`config.mk`:
```
export PLATFORM = sky130hd
export DESIGN_NAME = hazard_scoreboard
export DESIGN_NICKNAME = d
export VERILOG_FILES = /design/src/rtl/hazard_scoreboard.sv
export SDC_FILE = /design/constraint.sdc
export NUM_CORES = 1
export LEC_CHECK = 0
export ABC_AREA = 1
export BUFFER_PORTS_ARGS = -buffer_cell sky130_fd_sc_hd__buf_2
export CORE_MARGIN = 4
export CORE_UTILIZATION = 40
export DETAILED_ROUTE_END_ITERATION = 10
export PLACE_DENSITY = 0.67
export SLEW_MARGIN = 10
export SYNTH_ARGS = -nofsm -noshare
export SYNTH_HDL_FRONTEND = slang
export SYNTH_SLANG_ARGS = --single-unit
```
`constraint.sdc`:
```
create_clock -name clk -period 3.2 [get_ports clk]
set_input_delay 0.16 -clock clk [delete_from_list [all_inputs] [get_ports clk]]
set_output_delay 0.16 -clock clk [all_outputs]
set_load 0.02 [all_outputs]
```
`src/rtl/hazard_scoreboard.sv`:
```
`default_nettype none
// +----------------------------------------------------------------------+
// | Module   : hazard_scoreboard                                         |
// | Brief    : RAW hazard tracker; selects forward sources, stalls on    |
// |            load-use, counts stall cycles.                            |
// | Revision : 1.0                                                       |
// +----------------------------------------------------------------------+
module hazard_scoreboard #(
  parameter int REG_ADDR_W = 5,
  parameter int PIPE_DEPTH = 3,
  parameter int LOAD_STAGE = 2,
  parameter int CNT_W      = 16
) (
  input  logic                            clk,
  input  logic                            resetIn,
  input  logic                            issueValid,
  input  logic [REG_ADDR_W-1:0]           issueRd,
  input  logic                            issueWe,
  input  logic                            issueIsLoad,
  input  logic [REG_ADDR_W-1:0]           rs1,
  input  logic [REG_ADDR_W-1:0]           rs2,
  input  logic                            useRs1,
  input  logic                            useRs2,
  input  logic                            flushIn,
  output logic                            stall,
  output logic                            issueAccept,
  output logic [$clog2(PIPE_DEPTH+1)-1:0] fwdSel1,
  output logic [$clog2(PIPE_DEPTH+1)-1:0] fwdSel2,
  output logic [CNT_W-1:0]                stallCount
);

  localparam int c_selW = $clog2(PIPE_DEPTH + 1);

  logic [PIPE_DEPTH:1]   r_valid;
  logic [PIPE_DEPTH:1]   r_we;
  logic [PIPE_DEPTH:1]   r_isLoad;
  logic [REG_ADDR_W-1:0] r_rd [1:PIPE_DEPTH];
  logic [CNT_W-1:0]      r_stallCount;

  logic [PIPE_DEPTH:1]   w_match1;
  logic [PIPE_DEPTH:1]   w_match2;
  logic [c_selW-1:0]     w_sel1;
  logic [c_selW-1:0]     w_sel2;
  logic                  w_loadHaz1;
  logic                  w_loadHaz2;
  logic                  w_stall;
  logic                  w_accept;

  generate
    for (genvar k = 1; k <= PIPE_DEPTH; k++) begin : g_match
      assign w_match1[k] = useRs1 && (rs1 != '0) && r_valid[k] && r_we[k] && (r_rd[k] == rs1);
      assign w_match2[k] = useRs2 && (rs2 != '0) && r_valid[k] && r_we[k] && (r_rd[k] == rs2);
    end
  endgenerate

  // Scan oldest to youngest so the youngest matching stage is the one kept.
  always_comb begin
    w_sel1     = '0;
    w_sel2     = '0;
    w_loadHaz1 = 1'b0;
    w_loadHaz2 = 1'b0;
    for (int k = PIPE_DEPTH; k >= 1; k--) begin
      if (w_match1[k]) begin
        w_sel1     = c_selW'(k);
        w_loadHaz1 = r_isLoad[k] && (k < LOAD_STAGE);
      end
      if (w_match2[k]) begin
        w_sel2     = c_selW'(k);
        w_loadHaz2 = r_isLoad[k] && (k < LOAD_STAGE);
      end
    end
  end

  assign w_stall  = !resetIn && issueValid && (w_loadHaz1 || w_loadHaz2) && !flushIn;
  assign w_accept = !resetIn && issueValid && !w_stall && !flushIn;

  assign stall       = w_stall;
  assign issueAccept = w_accept;
  assign fwdSel1     = resetIn ? '0 : w_sel1;
  assign fwdSel2     = resetIn ? '0 : w_sel2;
  assign stallCount  = r_stallCount;

  // Stalled or flushed issue slots become bubbles in S1; older stages keep moving.
  always_ff @(posedge clk or posedge resetIn) begin
    if (resetIn) begin
      r_valid  <= '0;
      r_we     <= '0;
      r_isLoad <= '0;
      for (int k = 1; k <= PIPE_DEPTH; k++) r_rd[k] <= '0;
    end else begin
      r_valid[1]  <= w_accept;
      r_we[1]     <= issueWe;
      r_isLoad[1] <= issueIsLoad;
      r_rd[1]     <= issueRd;
      for (int k = 2; k <= PIPE_DEPTH; k++) begin
        r_valid[k]  <= r_valid[k-1];
        r_we[k]     <= r_we[k-1];
        r_isLoad[k] <= r_isLoad[k-1];
        r_rd[k]     <= r_rd[k-1];
      end
    end
  end

  always_ff @(posedge clk or posedge resetIn) begin
    if (resetIn) begin
      r_stallCount <= '0;
    end else if (w_stall && (r_stallCount != '1)) begin
      r_stallCount <= r_stallCount + CNT_W'(1);
    end
  end

endmodule
`default_nettype wire

```
# == After elaboration in Yosys (flattened, before gate mapping) ==
# Index checks and enable logic that the tools add are counted.
# totals
reg_bits,38
in_bits,23
output_inout_bits,22
# classes
addsub,1
n_eq_ne,7
muxes,10
n_reduce_logical,32
# ops
operator,n
$eq 5x5->1,6
$logic_and 1x1->1,26
$add 16x1->16 const B,1
$mux 2,8
$ne 16x16->1 const B,1
$reduce_bool 5->1,2
$logic_not 1->1,3
$mux 1,2
$logic_or 1x1->1,1

# == Logic depth before layout (Yosys ltp) ==
# Gate-level depths: netlist of the first run.
# depth
depth_word,12
depth_mapped,13
mapped_depth_nobuf,12

# == Worst setup path after synthesis of the first run ==
# No wires, ideal clock.
# synth_path
kind,input -> output
start,input port resetIn
end,output port fwdSel2[1]
arrival_time_ns,1.647
t_required_ns,3.040
setup_slack_ns,1.393
stages,3
n_path_buf,0
path_cell_list,inv_1 nand2_1 a211oi_1
# synth_via
elab_chain_cells,1
# synth_lines
item,line,text
"start, declared",15,"input logic resetIn,"
$mux 2,80,assign fwdSel2 = resetIn ? '0 : w_sel2;
"end, declared",28,"output logic [$clog2(PIPE_DEPTH+1)-1:0] fwdSel2,"
# No other way between the ends.

# == Final worst setup path of the first run ==
# layout_path
start,register r_rd[11] in the netlist's numbering
end,output port stall
# layout_via
elab_chain_cells,6
elab_cells_between_ends,9
classes_between,2 x eq/ne; 2 x mux; 5 x reduce/logical
# layout_lines
item,line,text
"start, declared",37,logic [REG_ADDR_W-1:0] r_rd [1:PIPE_DEPTH];
"start signal, assigned by index",99,r_rd[k] <= r_rd[k-1];
$eq 5x5->1 (on tied branches),"51, 52",
$logic_and 1x1->1 (on tied branches),"51, 52",
$mux 1 (on tied branches),"63, 67",
$logic_or 1x1->1 *,74,assign w_stall = !resetIn && issueValid && (w_loadHaz1 || w_loadHaz2) && !flushIn;
$logic_and 1x1->1 * (2 in series),74,
"end, declared",25,"output logic stall,"
# Mark *: on every way between the ends. The rest lies on a longest branch, timed or not.

==> results of run 1 <==
path summary, 6_finish.rpt:
path,startpoint,to,slack [ps],depth (start not counted)
max,r_rd[11]$_DFF_PP0_,stall,1150,11
min,resetIn,stallCount[7]$_DFFE_PP0P_,30,2
max reg2reg,stallCount[0]$_DFFE_PP0P_,stallCount[4]$_DFFE_PP0P_,1480,9
min reg2reg,r_we[2]$_DFF_PP0_,r_we[3]$_DFF_PP0_,380,0
max in group asynchronous,resetIn,r_valid[2]$_DFF_PP0_,2420,3
min in group clk,flushIn,r_valid[1]$_DFF_PP0_,160,4
power by group through the flow:
| stage | Combinational [W] | Sequential [W] | Clock (W) |
|---|---|---|---|
| floorplan | 0.0000576 | 0.000512 | 0 |
| global placement | 0.0000902 | 0.000518 | 0 |
| detailed placement | 0.0000906 | 0.000518 | 0 |
| CTS | 0.0000973 | 0.000508 | 0.000497 |
| global route | 0.000110 | 0.000510 | 0.000519 |
| finish | 0.0000961 | 0.000508 | 0.000483 |
per-stage QoR:
step | total power (W) | hold WS [ps] | setup slack, ps
3_5_place_dp | 0.000609 | 269 | 1440
5_1_grt | 0.00114 | 95.8 | 957
4_1_cts | 0.00110 | 50.0 | 1110
3_3_place_gp | 0.000608 | 269 | 1450
2_1_floorplan | 0.000570 | 191 | 1390
6_report | 0.00109 | 34.6 | 1150
cell usage after synthesis, types with 2 or more instances:
cell type,instances
a21oi_1,9
dfrtp_1,38
inv_1,44
inv_2,2
nand2_1,95
nand2_2,2
nand3_1,13
nand3_2,9
nand4_1,21
nor2_1,30
nor3_1,3
nor3b_1,3
nor4_1,2
xnor2_1,3
xor2_1,12
routing by layer:
| layer | track usage [%] | share of wire (%) |
|---|---|---|
| met5 | 0 | 0 |
| met4 | 4.90 | 1.4 |
| met3 | 3.47 | 5.1 |
| met2 | 27.6 | 48 |
| met1 | 20.4 | 45 |
logic make-up (layout without fill, tap and decap cells):
| group | Yosys count | count (layout) | share of synthesized area [%] |
|---|---|---|---|
| DFF | 38 | 38 | 42.1 |
| adders and majority gates | 1 | 1 | 0.554 |
| AOI/OAI and AO/OA | 12 | 12 | 2.77 |
| buffers and inverters | 52 | 107 | 9.69 |
| and+or+nand+nor | 185 | 185 | 39.1 |
| xor gates and xnor gates | 15 | 15 | 5.81 |
flip-flops by register name (all words and copies together), names as in the netlist:
register	count
r_isLoad	1
r_rd	15
r_valid	3
r_we	3
stallCount	16
what timing repair did:
item,4_1_cts,5_1_grt
hold endpoints to repair,7,0
setup endpoints to repair,0,0
hold buffers,7,0
worst reg2reg max path, cell delays in order (launching register included):
cell and delay [ps]:
dfrtp_1 400, ha_1 210, nand2_1 80, nor2_1 200, nand4_1 200, inv_1 240
nor2_1 110, nand4_1 90, nand2_1 60, nand2_1 60
area by class of cell:
cell class                      instances  area, sq um
Clock buffer                            5         68.8
Clock inverter                          3         68.8
Fill cell                             543         2760
Inverter                               47          179
Multi-Input combinational cell        213         1090
Sequential cell                        38          951
Tap cell                               72         90.1
Timing Repair Buffer                   52          298
==> flow_summary_export.csv, run 1 <==
group,metric,value,unit
clock_tree,cts_tree,"built",
timing,worst_pin_slew,721,ps
die,die_area,0.00692,sq mm
synth,synth_flop_cell,"dfrtp_1",
placement,port_buffers,44,
cells_and_area,final_cell_mix,"nand2_1 (95), inv_1 (44), buf_2 (44)",
detailed_routing,drt_iter0_markers,123,
die,num_io_pins,45,
global_routing,grt_first_pass_wirelength,9250,um
global_routing,grt-ovfl-total,0,
setup_path,slowest_stage,"dfrtp_1",
cells_and_area,drive_above_1_share,19.8,%
detailed_routing,first_pass_iters,4,
clock_tree,clockBufferDepth,2,
timing,rsz0062_at_grt,"false",
synth,synth_area_leaders,"dfrtp_1 (42%), nand2_1 (16%), inv_1 (7.3%)",
placement,gp_congestion,0.848,
clock_tree,clk_pin_slew,80,ps
placement,placed_area,0.00254,sq mm
synth,synth_cell_types,32,
pwr,ir_drop,0.291,mV
global_routing,track_usage,16.2,%
global_routing,antenna_found_initial,0,
cells_and_area,final_cell_area,0.00275,sq mm
pwr,pwr-share-seq,46.7,%
cells_and_area,nets,381,
synth,synth_edf_count,0,
cells_and_area,layout-area-overhead-vs-synth,21.5,%
timing,skew,5.94,ps
synth,postSynthCellCount,303,
clock_tree,post-cts-setup-buffer-count,0,
die,core,0.00551,sq mm
die,fp.dieH,83.2,um
timing,fmax,487,MHz
setup_path,cp_cell_sequence,"inv_1 > nand2_1 > nand2_1 > nor2_1 > nand2_1 > nor2_1 > nand2_1 > nand2_4 > nand3_4 > inv_4 > buf_2",
synth,seq_area_frac_synth,42.1,%
timing,max-slew-margin-rel,51.9,%
pwr,switching_share,22.3,%
timing,finalWorstPathRequiredPeriod,2050,ps
global_routing,grt_max_degree,23,
cells_and_area,final_common_cell,"nand2_1",
setup_path,crit_family,"simple AND/OR/NAND/NOR gates",
detailed_routing,drc,0,
pwr,p_per_area,396,mW/mm^2
synth,yosys_register_bits,38,
pwr,combPwrFrac,8.8,%
timing,hold_viol_final,0,
setup_path,cp.required,3040,ps
setup_path,crit_top_cell,"nand2_1",
clock_tree,cts.repair.resized,0,
cells_and_area,diodes,0,
clock_tree,htree_levels,2,
detailed_routing,viasPerCell,4.84,
pwr,intPower,0.000845,W
cells_and_area,final_util,49.9,%
outcome,status,"completed",
clock_tree,clock-sinks,38,
clock_tree,insertion_delay,290,ps
detailed_routing,num_vias,2081,
setup_path,critPathBufInv,3,
min_path,hp-class,"input pin to async pin",
placement,dp_cells,415,
synth,syn_nets,327,
timing,finalMaxSlewViolations,0,
pwr,p_clk_share,44.4,%
run,maxCapViolCount,0,
global_routing,grt_pass1_vias,2051,
detailed_routing,postRouteAntennaNets,0,
setup_path,start_kind,"flop",
die,start_util,41.0,%
die,die_x,83.2,um
clock_tree,cts_buffers,5,
setup_path,path_max_fanout,16,
clock_tree,root_buffer,"clkbuf_8",
detailed_routing,wl_per_cell,12.3,um
timing,finalSetupViolCount,0,
synth,synth-async-reset-ratio,100,%
synth,synthDominantCellAreaShare,42.1,%
timing,fin_crit_sh,64.2,%
synth,syn_area,0.00226,sq mm
setup_path,cp-end-kind,"output port",
setup_path,worst_path_largest_cell_delay,400,ps
setup_path,critPathArrivalTime,1890,ps
detailed_routing,drt_wl_total,5300,um
die,row_count,27,
pwr,switching_power,0.000243,W
synth,post_synth.cell_area_avg,7.46,sq um
placement,place_hpwl,4090,um
synth,yosysWarnings,0,
setup_path,crit_type,"flop to output port",
pwr,cellLeakagePower,1.41,nW
timing,timing.setup.tns,0,ps
cells_and_area,instances_no_fill,430,
synth,synth_top_area_cell,"dfrtp_1",
(Power assumes the default switching activity.)
==> run 2: changes to the inputs <==
==> constraint.sdc (replaced) <==
create_clock -name clk -period 2 [get_ports clk]
set_input_delay 0.1 -clock clk [delete_from_list [all_inputs] [get_ports clk]]
set_output_delay 0.1 -clock clk [all_outputs]
set_load 0.02 [all_outputs]
==> run 2 against run 1 <==
Clock power increased by 62%. Clock skew rose by 2.8 ps. Die area stayed put. Power grew 61%. Critical path type unchanged.
==> flow_summary_export.csv, run 2 (synthesized netlist as in run 1, its figures left out) <==
group,metric,value,unit
cells_and_area,final_common_cell,"nand2_1",
cells_and_area,layout-area-overhead-vs-synth,25.7,%
timing,max-slew-margin-rel,59.9,%
detailed_routing,viasPerCell,4.87,
detailed_routing,wl_per_cell,12.4,um
global_routing,grt_max_degree,24,
setup_path,r2r_end,"stallCount[9]$_DFFE_PP0P_",
detailed_routing,drt_wl_total,5440,um
cells_and_area,drive_above_1_share,21.7,%
timing,finalWorstPathRequiredPeriod,1840,ps
timing,hold_ws,117,ps
die,core,0.00551,sq mm
timing,final.setup.worst_slack,164,ps
pwr,switching_power,0.000399,W
setup_path,slowest_stage,"dfrtp_1",
outcome,status,"completed",
setup_path,crit_family,"simple AND/OR/NAND/NOR gates",
min_path,min_from,"issueValid",
min_path,whs_path_depth,3,
die,fp.dieH,83.2,um
die,num_io_pins,45,
cells_and_area,diodes,0,
pwr,p_clk_share,44.6,%
pwr,pwr-share-seq,46.3,%
die,die_area,0.00692,sq mm
setup_path,r2r_start,"stallCount[1]$_DFFE_PP0P_",
cells_and_area,final_util,51.6,%
clock_tree,insertion_delay,290,ps
setup_path,critPathArrivalTime,1740,ps
setup_path,cp_cell_sequence,"inv_1 > nand2_1 > nand2_1 > nor2_1 > nand2_1 > nor2_1 > nand2_1 > nand2_8 > nand3_4 > clkinv_8 > buf_2",
cells_and_area,nets,391,
setup_path,ff2ff_path_depth,9,
timing,fmax,545,MHz
setup_path,cp.required,1900,ps
detailed_routing,drc,0,
setup_path,worst_path_largest_cell_delay,400,ps
die,die_x,83.2,um
cells_and_area,final_cell_area,0.00284,sq mm
pwr,p_per_area,618,mW/mm^2
pwr,switching_share,22.7,%
clock_tree,htree_levels,2,
detailed_routing,num_vias,2142,
setup_path,crit_type,"flop to output port",
timing,worst_pin_slew,601,ps
detailed_routing,first_pass_iters,4,
clock_tree,root_buffer,"clkbuf_8",
global_routing,grt_pass1_vias,2089,
placement,placed_area,0.00255,sq mm
timing,skew,8.72,ps
clock_tree,clk_pin_slew,80,ps
timing,fin_crit_sh,91.8,%
placement,dp_slack,294,ps
pwr,combPwrFrac,9.1,%
timing,finalMaxSlewViolations,0,
global_routing,grt_first_pass_wirelength,9470,um
setup_path,crit_top_cell,"nand2_1",
cells_and_area,final_cell_mix,"nand2_1 (95), inv_1 (44), buf_2 (44)",
pwr,intPower,0.00136,W
timing,rsz0062_at_grt,"false",
min_path,hp-class,"input pin to flop",
setup_path,cp-end-kind,"output port",
timing,hold_viol_final,0,
clock_tree,clockBufferDepth,2,
pwr,ir_drop,0.297,mV
pwr,cellLeakagePower,1.47,nW
timing,finalSetupViolCount,0,
global_routing,antenna_found_initial,0,
setup_path,reg2reg_slack,320,ps
die,row_count,27,
timing,timing.setup.tns,0,ps
min_path,hold_end,"r_valid[1]$_DFF_PP0_",
clock_tree,clock-sinks,38,
run,maxCapViolCount,0,
clock_tree,cts_buffers,5,
cells_and_area,largest_reg_flops,16,
die,start_util,41.0,%
clock_tree,cts_tree,"built",
setup_path,critPathBufInv,3,
detailed_routing,drt_iter0_markers,102,
global_routing,grt-ovfl-total,0,
setup_path,path_max_fanout,9,
global_routing,track_usage,16.5,%
placement,place_hpwl,4150,um
placement,port_buffers,44,
setup_path,cp-startpoint,"r_rd[11]$_DFF_PP0_",
cells_and_area,nFillCells,558,
detailed_routing,postRouteAntennaNets,0,
setup_path,start_kind,"flop",
placement,gp_congestion,0.865,
## run 2: changes by cell type in the layout (fill, tap and decap cells not counted)
cell,delta
inv_4,-1
nand2_4,-1
clkinv_8,+1
buf_4,+9
dlygate4sd3_1,+1
nand2_8,+1
## run 2: metal layers
layer | global-route usage, % | wire [um]
met3 | 3.87 | 315
met1 | 20.2 | 2420
met2 | 28.2 | 2620
met4 | 5.94 | 82
met5 | 0 | 0
## run 2: final cells by class
cell class / count / area, sq um / share of cell area (%)
well taps: 72 / 90.1 / 3.17
clock inverters: 3 / 68.8 / 2.42
inverters: 47 / 189 / 6.65
multi-input cells: 213 / 1100 / 38.7
repair buffers: 62 / 375 / 13.2
clock buffers: 5 / 68.8 / 2.42
flip-flops and latches: 38 / 951 / 33.5
## run 2: power groups by stage
stage	Sequential, W	Clock, W	Combinational (W)
detailed placement	0.000828	0	0.000149
global placement	0.000827	0	0.000148
floorplan	0.000819	0	0.0000922
global route	0.000815	0.000835	0.000183
finish	0.000813	0.000782	0.000160
CTS	0.000812	0.000807	0.000162
## run 2: worst register-to-register path: stages, from the launching register on
cell and delay, ps:
dfrtp_1 400, ha_1 200, nand2_1 80, nor2_1 210, nand4_1 190, inv_1 240, nor2_1 110, nand4_1 90
nand2_1 60, nand2_1 60
## run 2: worst max-delay path by stage
| stage | slack, ps | endpoint | cells after the start |
|---|---|---|---|
| global placement | 310 | stall | 8 |
| CTS | 6 | stall | 11 |
| global route | 20 | stallCount[3]$_DFFE_PP0P_ | 9 |
| finish | 160 | stall | 11 |
| detailed placement | 290 | stall | 11 |
| floorplan | 310 | fwdSel2[1] | 3 |
## run 2: timing repair
action / in CTS / in global routing
resized for setup: 2 / 2
endpoints found under the setup margin: 1 / 1
setup buffers: 0 / 7
pin swaps: 0 / 1
hold endpoints to repair: 45 / 0
hold buffers: 8 / 0
## run 2: per-stage QoR
stage | cells | total power [W]
4_1_cts | 433 | 0.00178
3_5_place_dp | 417 | 0.000977
6_report | 440 | 0.00176
2_1_floorplan | 303 | 0.000912
5_1_grt | 440 | 0.00183
3_3_place_gp | 417 | 0.000975
